<file path="config.mk">
export PLATFORM = sky130hd
export DESIGN_NAME = entry_timer_sequencer
export DESIGN_NICKNAME = d
export VERILOG_FILES = /design/src/rtl/entry_timer_pkg.sv /design/src/rtl/timeout_counter.sv /design/src/rtl/entry_timer_sequencer.sv
export SDC_FILE = /design/constraint.sdc
export NUM_CORES = 1
export LEC_CHECK = 0
export ABC_CLOCK_PERIOD_IN_PS = 3000
export CAP_MARGIN = 10
export CORE_ASPECT_RATIO = 0.75
export CORE_MARGIN = 3
export CORE_UTILIZATION = 51
export DETAILED_ROUTE_END_ITERATION = 7
export MAX_ROUTING_LAYER = met4
export PLACE_DENSITY_LB_ADDON = 0.25
export SLEW_MARGIN = 0
export SYNTH_ARGS = -nofsm -noshare
export SYNTH_HDL_FRONTEND = slang
export SYNTH_SLANG_ARGS = --single-unit
</file>
<file path="constraint.sdc">
create_clock -name clk -period 3 [get_ports clk]
set_input_delay 0.6 -clock clk [delete_from_list [all_inputs] [get_ports clk]]
set_output_delay 0.6 -clock clk [all_outputs]
set_load 0.01 [all_outputs]
</file>
<file path="src/rtl/entry_timer_pkg.sv">
// Shared encodings and defaults for the keypad entry / timer preset path.
package entry_timer_pkg;
  typedef enum logic [1:0] {
    IDLE    = 2'd0,
    ENTRY   = 2'd1,
    LOAD    = 2'd2,
    EXPIRED = 2'd3
  } state_t;

  localparam logic [3:0] KEY_ENTER  = 4'hA;
  localparam logic [3:0] KEY_CANCEL = 4'hB;

  localparam int DIGITS_DEF        = 4;
  localparam int TIMEOUT_TICKS_DEF = 3;

  function automatic logic is_digit(input logic [3:0] k);
    return k <= 4'd9;
  endfunction
endpackage

</file>
<file path="src/rtl/timeout_counter.sv">
// Saturating inactivity counter; expired looks one increment ahead so the
// FSM can leave ENTRY on the same edge that the limit is reached.
module timeout_counter #(
  parameter int CNT_W = 3,
  parameter int LIMIT = 3
) (
  input  logic clk,
  input  logic clear,
  input  logic restart,
  input  logic en,
  output logic expired
);
  logic [CNT_W-1:0] r_count;

  always_ff @(posedge clk or posedge clear) begin
    if (clear)                        r_count <= '0;
    else if (restart)                 r_count <= '0;
    else if (en && (r_count != '1))   r_count <= r_count + CNT_W'(1);
  end

  assign expired = (({1'b0, r_count} + {{CNT_W{1'b0}}, en}) == (CNT_W+1)'(LIMIT));
endmodule

</file>
<file path="src/rtl/entry_timer_sequencer.sv">
// Keypad entry controller: assembles a BCD preset, strobes it to the timer,
// and abandons entry after TIMEOUT_TICKS idle ticks.
module entry_timer_sequencer
  import entry_timer_pkg::*;
#(
  parameter int DIGITS        = DIGITS_DEF,
  parameter int TIMEOUT_TICKS = TIMEOUT_TICKS_DEF,
  parameter int CNT_W         = 3
) (
  input  logic                clk,
  input  logic                clear,
  input  logic                tick,
  input  logic                key_valid,
  input  logic [3:0]          key_code,
  input  logic                busy,
  output logic [4*DIGITS-1:0] value,
  output logic                load,
  output logic                timeout,
  output logic [1:0]          state_o
);
  localparam int NW = $clog2(DIGITS + 1);

  state_t              r_state, w_nstate;
  logic [4*DIGITS-1:0] r_value, w_nvalue;
  logic [NW-1:0]       r_ndig, w_nndig;
  logic                r_load, r_timeout;
  logic                w_digit, w_room, w_restart, w_en, w_expired;

  assign w_digit   = key_valid && is_digit(key_code);
  assign w_room    = r_ndig < NW'(DIGITS);
  assign w_restart = w_digit && ((r_state == IDLE) || ((r_state == ENTRY) && w_room));
  // Any key in the same cycle swallows the tick, even one with no effect.
  assign w_en      = (r_state == ENTRY) && tick && !key_valid;

  timeout_counter #(.CNT_W(CNT_W), .LIMIT(TIMEOUT_TICKS)) u_tmo (
    .clk     (clk),
    .clear   (clear),
    .restart (w_restart),
    .en      (w_en),
    .expired (w_expired)
  );

  always_ff @(posedge clk or posedge clear) begin
    if (clear) begin
      r_state   <= IDLE;
      r_value   <= '0;
      r_ndig    <= '0;
      r_load    <= 1'b0;
      r_timeout <= 1'b0;
    end else begin
      r_state   <= w_nstate;
      r_value   <= w_nvalue;
      r_ndig    <= w_nndig;
      r_load    <= (r_state == LOAD);
      r_timeout <= (w_nstate == EXPIRED);
    end
  end

  always_comb begin
    w_nstate = r_state;
    w_nvalue = r_value;
    w_nndig  = r_ndig;
    unique case (r_state)
      IDLE: if (w_digit) begin
        w_nvalue = {{(4*DIGITS-4){1'b0}}, key_code};
        w_nndig  = NW'(1);
        w_nstate = ENTRY;
      end
      ENTRY: begin
        if (key_valid) begin
          if (w_digit) begin
            if (w_room) begin
              w_nvalue = {r_value[4*DIGITS-5:0], key_code};
              w_nndig  = r_ndig + NW'(1);
            end
          end else if ((key_code == KEY_ENTER) && !busy) begin
            w_nstate = LOAD;
          end else if (key_code == KEY_CANCEL) begin
            w_nvalue = '0;
            w_nndig  = '0;
            w_nstate = IDLE;
          end
        end else if (w_en && w_expired) begin
          w_nvalue = '0;
          w_nndig  = '0;
          w_nstate = EXPIRED;
        end
      end
      LOAD: begin
        w_nndig  = '0;
        w_nstate = IDLE;
      end
      EXPIRED: if (key_valid) w_nstate = IDLE;
      default: w_nstate = IDLE;
    endcase
  end

  assign value   = r_value;
  assign load    = r_load;
  assign timeout = r_timeout;
  assign state_o = r_state;
endmodule

</file>
# == Yosys cells after proc, flatten, opt, wreduce, memory -nomap -nowiden ==
# Index checks and enable logic that the tools add are counted.
# word_totals
ff_bits,26
inputBits,9
output_inout_bits,20
# classes
n_addsub,3
magnitude_cmp,2
eq_ne,13
muxes,26
reduce_logical,17
# ops
cell,n
16-bit two-way mux,7
16-bit one-hot mux with 2 select lines,1
3-bit two-way mux,9
2-bit two-way mux,7
6-bit AND reduction,2
3-bit one-hot mux with 3 select lines,1
4-bit equality test (second input constant),2
1-bit logical AND,8
4-bit inequality test (second input constant),2
2-bit one-hot mux with 4 select lines,1
3-bit by 1-bit adder with 3-bit output (second input constant),2
2-bit equality test (second input constant),3
3-bit by 1-bit adder with 4-bit output,1
4-bit by 2-bit equality test with 1-bit output (second input constant),1
4-bit <= comparator (second input constant),1
4-bit by 3-bit inequality test with 1-bit output (second input constant),1
2-bit nonzero test,2
3-bit < comparator (second input constant),1
3-bit by 2-bit inequality test with 1-bit output (second input constant),1
3-bit inequality test (second input constant),1
3-bit nonzero test,1
2-bit by 1-bit equality test with 1-bit output (second input constant),1
1-bit zero test,2
2-bit zero test,1
other kinds (2),2

# == Logic depth before layout (Yosys ltp) ==
# Gate-level depths: netlist (run 1).
# depth
word_depth,10
ltp_mapped,11
ltp_nobuf,10

# == By module ==
# A second synthesis (run 1) with hierarchy kept.
# unflattened
hier_cells,155
area_unflattened_um2,1467.7
# by_module_without_submodules
module,n_inst,cells_each,area_each_um2,seq_area_each_um2
entry_timer_sequencer,1,136,1262.5,575.6
timeout_counter,1,19,205.2,75.1

# == Worst setup path before layout (run 1) ==
# No wires, ideal clock.
# synth_timing
kind,flip-flop to flip-flop
start,register r_state[1] (netlist: state_o[1])
end,register r_ndig[0]
arrival_time_ns,2.339
setup_slack_ns,0.536
path_stages_with_launch,11
path_buffers,0
period_less_slack_ns,2.464
cell_sequence,dfrtp_1 inv_1 ha_1 and3b_1 ha_1 ha_1 a21boi_0 a21o_2 a21o_4 nand3b_1 mux2_2
# synth_via
elab_chain_cells,8
word_cells_on_any_way,16
# synth_lines
item,line_no,source
from (decl),entry_timer_sequencer.sv:23,"state_t r_state, w_nstate;"
from (signal assigned),entry_timer_sequencer.sv:51,r_state <= w_nstate;
2-bit by 1-bit equality test with 1-bit output,"entry_timer_sequencer.sv:33, entry_timer_sequencer.sv:63",
1-bit logical AND (2 in a row),entry_timer_sequencer.sv:33,assign w_en = (r_state == ENTRY) && tick && !key_valid;
3-bit by 1-bit adder with 4-bit output,timeout_counter.sv:21,"assign expired = (({1'b0, r_count} + {{CNT_W{1'b0}}, en}) == (CNT_W+1)'(LIMIT));"
4-bit by 2-bit equality test with 1-bit output,timeout_counter.sv:21,
1-bit logical AND,entry_timer_sequencer.sv:83,end else if (w_en && w_expired) begin
3-bit by 2-bit inequality test with 1-bit output (no line),n/a,
6-bit AND reduction (no line),n/a,
to (signal assigned),entry_timer_sequencer.sv:53,r_ndig <= w_nndig;
to (decl),entry_timer_sequencer.sv:25,"logic [NW-1:0] r_ndig, w_nndig;"
# Parallel ways exist; a longest one is shown, timed or not.
# A chain may end at the register's enable or synchronous reset.

# == Final worst setup path (run 1) ==
# layout_timing
start,register r_state[1] (netlist: state_o[1])
end,register r_value[1] (netlist: value[1])
# layout_via
elab_chain_cells,8
word_cells_on_any_way,15
# layout_lines
item,line_no,source
2-bit by 1-bit equality test with 1-bit output,"entry_timer_sequencer.sv:33, entry_timer_sequencer.sv:63",
1-bit logical AND (2 in a row),entry_timer_sequencer.sv:33,
3-bit by 1-bit adder with 4-bit output,timeout_counter.sv:21,
4-bit by 2-bit equality test with 1-bit output,timeout_counter.sv:21,
1-bit logical AND,entry_timer_sequencer.sv:83,
3-bit by 2-bit inequality test with 1-bit output (no line),n/a,
6-bit AND reduction (no line),n/a,
to (signal assigned),entry_timer_sequencer.sv:52,r_value <= w_nvalue;
to (decl),entry_timer_sequencer.sv:24,"logic [4*DIGITS-1:0] r_value, w_nvalue;"
# Parallel ways exist; a longest one is shown, timed or not.

==> summary.txt, run 1 <==
Route
  – Vias: between 1000 and 1500
  – Iter 0 DRT Violations: 94
  – DR DRC count: 0
  – WL met2: between 1000 and 1500 µm
  – DRT antenna net count: 0
  – Top sig layer: met4
  – Avg Vias per Cell: 5.136
  – Drt pass-1 iters: 4
  – Wire per inst: 13.65 µm
  – Met3 WL: 144 µm
  – M1 WL: 1278 µm
  – Final WL: 2908 µm

Worst hold path
  – Hold crit path type: register to register
  – Hold Startpoint: value[15]$_DFFE_PP0P_
  – Hold depth: 2
  – Min-Delay Endpoint: value[15]$_DFFE_PP0P_

Global route
  – Gr usage total: a little under a fifth
  – Initial antenna violation count: 0
  – Largest net degree at the start of global routing: 27
  – Overflow after GRT: 0
  – Vias in the first global route: 1077
  – First-pass GRT wire length: 4843 µm

Run
  – Maximum capacitance violations: 0

Setup path
  – Setup CP Type: register to register
  – Kind of cell adding the most delay to the critical path: compound AO/OA/AOI/OAI gates
  – Critical path's slowest cell: dfrtp_1
  – CP peak stage delay: 470 ps
  – Most used cell, CP: ha_1
  – CP required: about 3200 ps
  – Worst Setup Start Kind: register
  – R2R Setup Slk: around 310 ps
  – CP Depth: 10
  – CP Cell Sequence: inv_1 > ha_1 > and3b_1 > ha_1 > ha_1 > a21boi_0 > a21o_2 > a21o_4 > o211ai_4 > mux2i_1
  – Setup crit end kind: register
  – Buf+Inv Stages, Crit Path: 1
  – Crit Path Max Fanout: 16
  – Crit Reg-Reg Endpoint: value[1]$_DFFE_PP0P_
  – Cells on worst reg2reg path: 10
  – R2R Path Start: state_o[1]$_DFF_PP0_
  – Arr. time, crit path: between 2000 and 3000 ps

STA
  – Final setup fails: 0
  – Worst Skew: 7.341 ps
  – Endpoints failing hold: 0
  – Final TNS setup: 0 ps
  – Max Transition Viols Final: 0
  – Final period utilization: 89.55%
  – Fmax: 372.2 MHz
  – RSZ-0062 raised after global routing: false
  – Worst Tran Pin Value: 696.3 ps
  – Minimum clock period: 2687 ps
  – Slew HR: 53.36%

Yosys
  – Area contributors post-synth: dfrtp_1 44%, mux2i_1 13%, ha_1 8.4%
  – Leading area contributor after synthesis: dfrtp_1
  – Syn Nets: 165
  – Yosys reg bits: 26
  – Top-area cell type share of the netlist area: 43.51%
  – Sequential share of the synthesized area: 43.51%
  – Number of library cell types mapped by synthesis: 35
  – Ys Warns: 0
  – Synthesized area per cell: ~10 µm²
  – Mapped cell area: 0.001495 mm²
  – Post-synthesis instance total: about 150

Final layout
  – Nets@finish: 197
  – Antenna diode count: 0
  – Multi-input logic area: 718.2 µm²
  – Fillers: 205
  – Layout cells sized above 1: between 8 and 9%
  – Reg area: 650.6 µm²
  – Area grow syn2layout: 24.27%

Clock tree
  – Root buf cell: clkbuf_8
  – Clk pin slew, worst setup/hold paths: 90 ps
  – Postcts setup bufs: 0
  – CTS tree: done
  – Cts bufs inserted: 3
  – Post-cts gate resize count: 0
  – CTS hold repair buffers: 0
  – TritonCTS Sinks: 26
  – Worst-skew pair later-pin latency: 270 ps
  – Htree depth: 1
  – Deepest clock path buffer count: 2

Pwr
  – Peak supply drop: about 0.48 mV
  – Leakage power: approximately 0.90 nW
  – Power, Total: 0.001527 W
  – Pwr/cell area: 822.1 mW/mm²

Floorplanning
  – Die Wd: approximately 69 µm
  – # rows: 16
  – Core ar.: around 0.0027 mm²
  – Ports: 29
  – Die ar.: 0.003624 mm²
  – Die height: 52.89 µm
  – Initial cell density of the core: 55.32%

Place
  – Gp weighted congestion: 0.8034
  – IO buf count: 28
  – DP Wirelength: 2234 µm

Run status
  – Status: finished clean
==> stage by stage <==
stage / cell area, µm² / setup slack [ps] / hold slack [ps] / utilization [%] / instances
after detailed placement: 1803 / 81.41 / 516.5 / 66.71 / 209
after CTS: 1858 / 315.2 / 532.1 / 68.75 / 213
after floorplan: 1495 / 536.3 / 502.0 / - / 146
after global routing: 1858 / 141.6 / 544.4 / 68.75 / 213
final: 1858 / 313.5 / 527.7 / 68.75 / 213
after global placement: 1803 / 161.8 / 507.7 / 66.71 / 209
==> cell families (layout without fill, tap and decap cells) <==
logic type / count (synthesis) / count (layout) / share of synthesized area [%]
XOR/XNOR: 1 / 1 / 0.5859
multiplexers: 20 / 20 / 13.47
AND/OR/NAND/NOR: 45 / 45 / 15.73
buffers and inverters: 27 / 58 / 8.451
adder cells (fa/ha/maj): 10 / 10 / 8.368
AO/OA/AOI/OAI: 17 / 17 / 9.874
flip-flops: 26 / 26 / 43.51
==> state kept, by name, indices dropped and copies added (netlist names) <==
register and flops:
value 16, r_ndig 3, u_tmo.r_count 3, state_o 2, load 1, timeout 1
==> final cells by class <==
| type | count | area share (%) |
|---|---|---|
| multi-input cells | 93 | 38.65 |
| flip-flops and latches | 26 | 35.02 |
| repair buffers | 31 | 16.30 |
| inverters | 23 | 4.646 |
| clock buffers | 4 | 2.963 |
| well taps | 36 | 2.424 |
==> report_power, final <==
group,switching (W),internal [W]
sequential,0.0000823,0.000447
clock,0.000107,0.000117
combinational,0.000391,0.000384
total,0.000580,0.000948
==> per-layer routing <==
| layer | up-vias | track usage, % |
|---|---|---|
| li1 | 547 | - |
| met1 | 524 | 23.05 |
| met2 | 21 | 31.70 |
| met3 | 2 | 3.822 |
| met4 | 0 | 2.970 |
| met5 | - | - |
==> cell usage in the layout, fill, tap and decap left out <==
cell type        count
a21boi_0             1
and4bb_2             1
nand4b_1             3
mux2_2               1
a21oi_1              5
nor2b_1              1
ha_1                10
and3_2               1
o211ai_4             1
dfrtp_1             26
a21o_2               1
o21ai_0              1
nor2_1               6
clkdlybuf4s50_1     28
nand3_1              1
o22ai_4              1
o211ai_1             2
or3_1                1
a21o_4               1
and3b_1              1
xnor2_1              1
o22ai_1              2
inv_1               23
and3_4               1
clkbuf_8             4
nand2_1             21
nand3b_1             1
nand2b_1             1
buf_4                3
mux2i_1             19
a2bb2oi_1            2
nor3_1               1
and2_1               2
and3_1               3
==> cells in the mapped netlist <==
master,instances
a21boi_0,1
inv_1,23
o211ai_1,2
buf_2,1
mux2_2,1
nand4b_1,3
o211ai_4,1
ha_1,10
and4bb_2,1
nand2b_1,1
dfrtp_1,26
and3_1,3
nand3_1,1
a2bb2oi_1,2
a21o_4,1
a21o_2,1
buf_6,1
nor3_1,1
clkbuf_1,1
nand2_1,21
and3_2,1
nor2b_1,1
or3_1,1
and2_1,2
and3_4,1
o21ai_0,1
nor2_1,6
o22ai_1,2
xnor2_1,1
buf_12,1
a21oi_1,5
nand3b_1,1
and3b_1,1
o22ai_4,1
mux2i_1,19
==> worst reg2reg max path: stages, from the launching register on <==
cell and delay (ps):
dfrtp_1 470, inv_1 140, ha_1 240, and3b_1 210
ha_1 200, ha_1 190, a21boi_0 120, a21o_2 250
a21o_4 230, o211ai_4 290, mux2i_1 280
==> worst max-delay path by stage <==
stage,startpoint,endpoint,slack [ps]
2_1_floorplan,state_o[1]$_DFF_PP0_,r_ndig[0]$_DFFE_PP0P_,540
3_3_place_gp,key_valid,r_ndig[0]$_DFFE_PP0P_,160
3_5_place_dp,key_valid,value[1]$_DFFE_PP0P_,80
4_1_cts,state_o[1]$_DFF_PP0_,value[1]$_DFFE_PP0P_,320
5_1_grt,state_o[1]$_DFF_PP0_,value[10]$_DFFE_PP0P_,140
6_report,state_o[1]$_DFF_PP0_,value[1]$_DFFE_PP0P_,310
Power figures use the tool's default switching activity.
==> run 2, diff against run 1 <==
Settings changed: CORE_ASPECT_RATIO 0.75 to 1.75.
==> run 2 against run 1 <==
Effect of this change:
- first-iteration DRC count down 81%
- die area up 0.53%
- clock-buffer cell count unchanged
- largest power group unchanged
- highest routed layer unchanged
==> summary.txt, run 2 (same netlist as run 1, synthesis figures left out) <==
Clock tree
  – Root buf cell: clkbuf_8
  – Deepest clock path buffer count: 2
  – CTS hold repair buffers: 0
  – Clk pin slew, worst setup/hold paths: 80 ps
  – Cts bufs inserted: 3
  – CTS tree: done
  – Post-cts gate resize count: 0
  – Htree depth: 1
  – Worst-skew pair later-pin latency: 260 ps
  – Postcts setup bufs: 0
  – TritonCTS Sinks: 26

Setup path
  – Kind of cell adding the most delay to the critical path: compound AO/OA/AOI/OAI gates
  – Setup crit end kind: register
  – CP required: 3190 ps
  – Setup CP Type: input pin to register
  – Critical path's slowest cell: clkdlybuf4s50_1
  – CP Cell Sequence: clkdlybuf4s50_1 > and3b_1 > ha_1 > ha_1 > a21boi_0 > a21o_2 > a21o_4 > o211ai_4 > mux2i_1
  – Buf+Inv Stages, Crit Path: 1
  – Arr. time, crit path: 2810 ps
  – Worst Setup Start Kind: input pin
  – Crit Path Max Fanout: 16
  – Most used cell, CP: ha_1
  – CP peak stage delay: 470 ps

Final layout
  – Layout cells sized above 1: 8.475%
  – Design area: 0.001847 mm²
  – Area grow syn2layout: 23.51%
  – Antenna diode count: 0
  – Number of flip-flops in the largest register: 16
  – Final std cells w/o fill: 204
  – Commonest non-fill, non-tap cell in the layout: clkdlybuf4s50_1
  – Nets@finish: 197
  – Fillers: between 200 and 250
  – Most frequent cells in the layout: 28 x clkdlybuf4s50_1, 26 x dfrtp_1, 23 x inv_1, 21 x nand2_1, 19 x mux2i_1

STA
  – RSZ-0062 raised after global routing: false
  – Final setup fails: 0
  – Endpoints failing hold: 0
  – Fmax: 381.6 MHz
  – Final period utilization: 87.35%
  – Hold WS: 519.6 ps
  – Max Transition Viols Final: 0
  – Slew HR: 52.54%
  – Worst Skew: between 1 and 1.5 ps
  – Final TNS setup: 0 ps
  – Worst Tran Pin Value: 708.5 ps
  – Minimum clock period: ~2600 ps

Global route
  – Vias in the first global route: 1209
  – First-pass GRT wire length: 5133 µm
  – Gr usage total: about a fifth
  – Overflow after GRT: 0
  – Initial antenna violation count: 0
  – Largest net degree at the start of global routing: 27

Route
  – Avg Vias per Cell: 5.495
  – Iter 0 DRT Violations: 18
  – DRT antenna net count: 0
  – Final WL: 2890 µm
  – DR DRC count: 0
  – Drt pass-1 iters: 4
  – Wire per inst: roughly 14 µm
  – Vias: between 1000 and 1500

Place
  – IO buf count: 28
  – Gp weighted congestion: 0.8888
  – DP Area: 0.001792 mm²
  – Cells after DPL: 200
  – DP Wirelength: 2316 µm

Worst hold path
  – Hold crit path type: register to register

Pwr
  – Pwr/cell area: 817.0 mW/mm²
  – Peak supply drop: 0.5348 mV
  – Leakage power: 0.8950 nW

Floorplanning
  – Die ar.: 0.003643 mm²
  – Die height: 77.63 µm
  – Die Wd: 46.93 µm
  – # rows: 25
  – Ports: 29
  – Initial cell density of the core: 54.32%
  – Core ar.: 0.002753 mm²

Run status
  – Status: finished clean

Run
  – Maximum capacitance violations: 0
-- run 2: cell counts in the layout (fill, tap and decap cells not counted) --
No cell type changed its count.
-- run 2: power by group --
group | total [W] | internal (W) | switching (W)
Clock | 0.000218 | 0.000117 | 0.000101
Combinational | 0.000768 | 0.000382 | 0.000386
Sequential | 0.000523 | 0.000447 | 0.0000759
-- run 2: final timing paths --
check                                           start               endpoint  slack [ps]  cells past startpoint
worst max-delay path                        key_valid  value[11]$_DFFE_PP0P_         380                      9
worst min-delay path            value[15]$_DFFE_PP0P_  value[15]$_DFFE_PP0P_         520                      2
worst max register to register   state_o[1]$_DFF_PP0_  value[11]$_DFFE_PP0P_         390                     10
worst min register to register  value[15]$_DFFE_PP0P_  value[15]$_DFFE_PP0P_         520                      2
max in group asynchronous                       clear   value[2]$_DFFE_PP0P_        2070                      3
min in group asynchronous                       clear  value[12]$_DFFE_PP0P_         690                      3
-- run 2: area by class of cell --
cell class / instances / area [µm²] / area share (%)
clock buffers: 4 / 55.05 / 2.981
well taps: 27 / 33.78 / 1.829
repair buffers: 31 / 302.8 / 16.40
multi-input cells: 93 / 718.2 / 38.89
flip-flops and latches: 26 / 650.6 / 35.23
inverters: 23 / 86.33 / 4.675
-- run 2: per-stage QoR --
stage	power (W)	worst slack (ps)	utilization [%]
after CTS	0.001525	362.6	67.09
after detailed placement	0.001305	89.52	65.09
after global placement	0.001278	146.3	65.09
after global routing	0.001629	218.4	67.09
final	0.001509	379.5	67.09
after floorplan	0.001080	536.3	-
-- run 2: per-layer routing --
metal  up-vias  track usage [%]  share of wire (%)
li1        544                -                  -
met1       539            20.63                 37
met2        31            33.51                 56
met3         7            1.856                4.3
met4         0            8.864                2.0
met5         -                -                  0
-- run 2: worst min-delay path, delay by kind of cell, from the launching register on --
kind	cells	cell delay (ps)
flops	1	380
mux	1	50
buf+inv	1	50
